<file path="config.mk">
export PLATFORM = sky130hd
export DESIGN_NAME = keypad_scanner
export DESIGN_NICKNAME = d
export VERILOG_FILES = /design/src/rtl/keypad_pkg.sv /design/src/rtl/key_debounce.sv /design/src/rtl/keypad_scanner.sv
export SDC_FILE = /design/constraint.sdc
export NUM_CORES = 1
export LEC_CHECK = 0
export ABC_AREA = 1
export CELL_PAD_IN_SITES_DETAIL_PLACEMENT = 0
export CELL_PAD_IN_SITES_GLOBAL_PLACEMENT = 1
export CORE_MARGIN = 4
export CORE_UTILIZATION = 47
export CTS_CLUSTER_DIAMETER = 120
export DETAILED_ROUTE_END_ITERATION = 8
export PLACE_DENSITY_LB_ADDON = 0.1
export SKIP_LAST_GASP = 1
export SLEW_MARGIN = 15
export SYNTH_ARGS = -nofsm -noshare
export SYNTH_HDL_FRONTEND = slang
export SYNTH_SLANG_ARGS = --single-unit
</file>
<file path="constraint.sdc">
create_clock -name clk_in -period 2.25 [get_ports clk_in]
set_clock_uncertainty 0.05 [all_clocks]
set_input_delay 0.45 -clock clk_in [delete_from_list [all_inputs] [get_ports clk_in]]
set_output_delay 0.45 -clock clk_in [all_outputs]
set_load 0.03 [all_outputs]
</file>
<file path="src/rtl/keypad_pkg.sv">
// Shared constants for the 4x4 hex keypad scanner: matrix geometry and the
// physical (row, column) to hex-key mapping.
package keypad_pkg;

    localparam int NUM_ROWS = 4;
    localparam int NUM_COLS = 4;
    localparam int NUM_KEYS = 16;

    typedef logic [3:0] key_code_t;

    // KEY_MAP[row][col] is the hex legend printed on that button.
    localparam key_code_t KEY_MAP [NUM_ROWS][NUM_COLS] = '{
        '{4'h1, 4'h2, 4'h3, 4'hC},
        '{4'h4, 4'h5, 4'h6, 4'hD},
        '{4'h7, 4'h8, 4'h9, 4'hE},
        '{4'hA, 4'h0, 4'hB, 4'hF}
    };

endpackage

</file>
<file path="src/rtl/key_debounce.sv">
// Per-key debouncer: the held state flips only after DEBOUNCE_COUNT
// consecutive disagreeing samples; any agreeing sample clears the count.
module key_debounce #(
    parameter int DEBOUNCE_COUNT = 4
) (
    input  logic clk_in,
    input  logic rst_n_in,
    input  logic sample_en,
    input  logic raw,
    output logic state
);

    localparam int CNT_W = $clog2(DEBOUNCE_COUNT + 1);
    localparam logic [CNT_W-1:0] CNT_LAST = CNT_W'(DEBOUNCE_COUNT - 1);

    logic [CNT_W-1:0] cnt_q, cnt_d;
    logic             state_q, state_d;

    always_comb begin
        state_d = state_q;
        cnt_d   = cnt_q;
        if (sample_en) begin
            if (raw == state_q) begin
                cnt_d = '0;
            end else if (cnt_q == CNT_LAST) begin
                state_d = raw;
                cnt_d   = '0;
            end else begin
                cnt_d = cnt_q + 1'b1;
            end
        end
    end

    always_ff @(posedge clk_in or negedge rst_n_in) begin
        if (!rst_n_in) begin
            state_q <= 1'b0;
            cnt_q   <= '0;
        end else begin
            state_q <= state_d;
            cnt_q   <= cnt_d;
        end
    end

    assign state = state_q;

endmodule

</file>
<file path="src/rtl/keypad_scanner.sv">
// 4x4 hex keypad scanner: drives one active-low column at a time, samples the
// synchronized rows at the end of each column dwell and debounces all 16 keys.
module keypad_scanner
    import keypad_pkg::*;
#(
    parameter int COL_CYCLES     = 1000,
    parameter int DEBOUNCE_COUNT = 4
) (
    input  logic                clk_in,
    input  logic                rst_n_in,
    input  logic [NUM_ROWS-1:0] row_in,
    output logic [NUM_COLS-1:0] col_out,
    output logic [NUM_KEYS-1:0] key_state_out,
    output logic                frame_out
);

    localparam int DW_W = $clog2(COL_CYCLES);
    localparam logic [DW_W-1:0] DWELL_LAST = DW_W'(COL_CYCLES - 1);

    logic [DW_W-1:0]     dwell_q, dwell_d;
    logic [1:0]          col_idx_q, col_idx_d;
    logic [NUM_COLS-1:0] col_q, col_d;
    logic                frame_q, frame_d;
    logic [NUM_ROWS-1:0] sync1_q, sync2_q;
    logic                sample;

    logic [NUM_ROWS-1:0][NUM_COLS-1:0] key_hit;

    assign sample = (dwell_q == DWELL_LAST);

    // The column drive advances on the cycle after the sample point.
    always_comb begin
        dwell_d   = dwell_q + 1'b1;
        col_idx_d = col_idx_q;
        col_d     = col_q;
        frame_d   = 1'b0;
        if (sample) begin
            dwell_d   = '0;
            col_idx_d = col_idx_q + 2'd1;
            col_d     = ~(4'b0001 << col_idx_d);
            frame_d   = (col_idx_q == 2'd3);
        end
    end

    always_ff @(posedge clk_in or negedge rst_n_in) begin
        if (!rst_n_in) begin
            dwell_q   <= '0;
            col_idx_q <= 2'd0;
            col_q     <= 4'b1110;
            frame_q   <= 1'b0;
            sync1_q   <= 4'b1111;
            sync2_q   <= 4'b1111;
        end else begin
            dwell_q   <= dwell_d;
            col_idx_q <= col_idx_d;
            col_q     <= col_d;
            frame_q   <= frame_d;
            sync1_q   <= row_in;
            sync2_q   <= sync1_q;
        end
    end

    for (genvar r = 0; r < NUM_ROWS; r++) begin : g_row
        for (genvar c = 0; c < NUM_COLS; c++) begin : g_col
            key_debounce #(
                .DEBOUNCE_COUNT(DEBOUNCE_COUNT)
            ) u_debounce (
                .clk_in   (clk_in),
                .rst_n_in (rst_n_in),
                .sample_en(sample && (col_idx_q == 2'(c))),
                .raw      (~sync2_q[r]),
                .state    (key_hit[r][c])
            );
        end
    end

    // Each debouncer state is a flop, so the remap keeps the output registered.
    always_comb begin
        key_state_out = '0;
        for (int r = 0; r < NUM_ROWS; r++) begin
            for (int c = 0; c < NUM_COLS; c++) begin
                key_state_out[KEY_MAP[r][c]] = key_hit[r][c];
            end
        end
    end

    assign col_out   = col_q;
    assign frame_out = frame_q;

endmodule

</file>
==> impl_metrics.ini <==
[outcome]
status = finished with violations
violations = negative hold slack

[global_route]
grt_use_met2_pct = 24.98
antenna_found_initial = 0
grt_overflow = 0
grt_use_met1_pct = 22.54
grt_busiest_layer = met2
first_global_vias = 3029
grt_max_degree = 41
grt_use_met3_pct = 2.656
grt_pass1_wl_mm = 14.37
grt_usage_pct = 16.15

[drt]
vias_per_cell = 4.979
first_pass_iters = 4
avgRoutedWirePerCell_um = 13.36
drt_iter0_markers = 129
routed_wl_mm = 8.295
vias = 3092
ant_nets = 0
drc = 0

[worst_setup_path]
critical_path_depth = 1
worstSetupPathType = register to primary output
worstSetupEndpointType = primary output
crit_family = buffers and inverters
crit_required_ns = 1.75
startpoint = col_out[3]
r2r_start = dwell_q[0]
slowest_delay_ns = 0.67
critPathCapture = col_out[3]
cp_slowest_cell = clkdlybuf4s50_1
r2r_cells = 8
critPathBufInv = 1
critPathArrivalTime_ns = 1.57
critPathLaunchType = register
worstPathCellList = clkdlybuf4s50_1
r2r_slack_ns = 0.47
path_max_fanout = 2
rr_endpoint = g_row[1].g_col[1].u_debounce.state

[synthesis]
synth_compound_area_share_pct = 4.517
synth.avg_cell_area_um2 = 8.989
synth_mux_area_share_pct = 0
synthSimpleGateAreaFrac_pct = 27.13
synth_ff_type = dfrtp_1
synth_top_area_cell = dfrtp_1
synth.most_common_cell = nand2_1
synth_commonest_cells = 128 x nand2_1, 78 x dfrtp_1, 47 x nor2_1, 44 x inv_1, 41 x nand3_1
synth_top_area_share_pct = 44.04
synth-seq-cells = 89
synthesis.area_um2 = 4432
synth_xor_area_share_pct = 3.557
synthesis.nets = 520
async_reset_ff_share_pct = 100.0
synth_edf_count = 0
synthCells = 493
ys_types = 27
synth_top_family_by_area = simple AND/OR/NAND/NOR gates
ys_seq_area_share_pct = 50.56
synthAdderAreaFrac_pct = 5.929
synthTopCellsByArea = dfrtp_1 44%, nand2_1 11%, dfstp_2 6.5%, ha_1 5.9%, nand3_1 4.6%
yosysWarnings = 0

[clock_network]
clock_latency_ns = 0.36
cts_buffers = 9
cts.clk_slew.worst_paths_ns = 0.10
cts_setup_buffers = 0
cts_tree = built
cts.sinks = 89
cts_hold_buf = 0
htreeDepth = 3
post_cts_resize_count = 0
clock_path_buffers = 2
cts-root-buf = clkbuf_8

[final_layout]
fin_nets = 532
syn_to_final_growth_pct = 10.42
fillCellCount = 864
n_antenna_cell = 0
drive_above_1_share_pct = 10.39

[timing]
max_freq_mhz = 484.0
setup_slack_ns = 0.1838
slew_violations = 0
max_slew.worst_pin.slew_ns = 0.5308
fin_tns_setup_ns = 0
setup_viol_count_final = 0
relSlewSlack_pct = 64.62
period_share_pct = 91.83
finalHoldViolCount = 2
period_needed_ns = 2.066
hold_ws_ns = -0.0006177
rsz0062_at_grt = false

[die]
die_x_um = 105.1
coreArea_um2 = 9196
io-pin-count = 27
start_util_pct = 48.19
die_h_um = 105.1
die_area_um2 = 11050
row_count = 35

[place]
hpwl_mm = 5.736
io_buffer_count = 26
gp_congestion = 0.8474
post-place-ws_ns = 0.4607

[power]
p_leak_nw = 2.490
peakVddDrop_mv = 0.2837
powerDensity_nw_per_um2 = 612.4
total_power_mw = 2.997

[job]
maxCapViolCount = 0

[min_path]
hp-class = primary input to asynchronous set/reset pin
-- where the power goes --
group          switching, mW  leakage (nW)  internal (mW)  total, mW
Sequential            0.0143          1.19           1.61       1.63
Combinational         0.0563          1.18         0.0277     0.0839
Clock                  0.592         0.117          0.695       1.29
-- final cells by class --
class	count	area [um2]	area share, %
sequential	89	2241	45.79
multi-input combinational	332	1823	37.25
timing repair buffer	28	285.3	5.830
inverter	45	168.9	3.452
clock buffer	11	151.4	3.094
tap	111	138.9	2.838
clock inverter	5	85.08	1.739
-- placed cells by master, fill, tap and decap left out, types with 2 or more instances in the layout --
cell type and instances:
nor2_4 5, nor3_1 4, clkdlybuf4s50_1 25, nor2_1 47, inv_1 44, o21ai_0 9
a21oi_1 12, xor2_1 10, a21boi_0 12, dfstp_2 11, nand4_1 8, buf_4 2
inv_6 2, ha_1 21, nand3b_1 9, nand2_2 5, nand3_1 41, dfrtp_1 78
nand2_1 128, bufinv_16 2, clkbuf_8 11, xnor2_1 8, or2_2 8
-- kinds of logic after synthesis --
kind of cell / Yosys count
AO/OA/AOI/OAI: 34
XOR/XNOR: 18
adder cells (fa/ha/maj): 21
buffers and inverters: 72
flip-flops: 89
AND/OR/NAND/NOR: 259
-- registers in the layout, indices dropped and copies added (netlist names) --
signal / cells
g_row.g_col.u_debounce.state: 16
sync2_q: 4
col_idx_q: 2
g_row.g_col.u_debounce.cnt_q: 48
col_out: 4
dwell_q: 10
sync1_q: 4
frame_out: 1
-- layer usage --
layer | wire length, um | vias to the layer above
li1 | - | 1570
met1 | 4148 | 1477
met2 | 3746 | 34
met3 | 220 | 11
met4 | 179 | 0
met5 | 0 | -
-- worst min path at each step --
stage                    start                               endpoint  slack [ns]  cells past startpoint
CTS                   rst_n_in  g_row[2].g_col[0].u_debounce.cnt_q[1]        0.02                      1
floorplan             rst_n_in                           col_idx_q[0]        0.10                      0
finish                rst_n_in  g_row[2].g_col[0].u_debounce.cnt_q[1]     -0.0006                      1
detailed placement  sync1_q[3]                             sync2_q[3]        0.30                      0
global placement    sync1_q[2]                             sync2_q[2]        0.30                      0
global route          rst_n_in  g_row[2].g_col[0].u_debounce.cnt_q[1]        0.05                      1
-- metrics by stage --
stage	cell area [um2]	utilization, %	cells	hold slack (ns)
global placement	4657	50.64	605	0.2956
floorplan	4432	-	493	0.1044
CTS	4893	53.21	621	0.02044
global route	4893	53.21	621	0.05157
detailed placement	4657	50.64	605	0.2978
finish	4893	53.21	621	-0.0006177
Note: power is estimated with default switching activity, not from simulation.
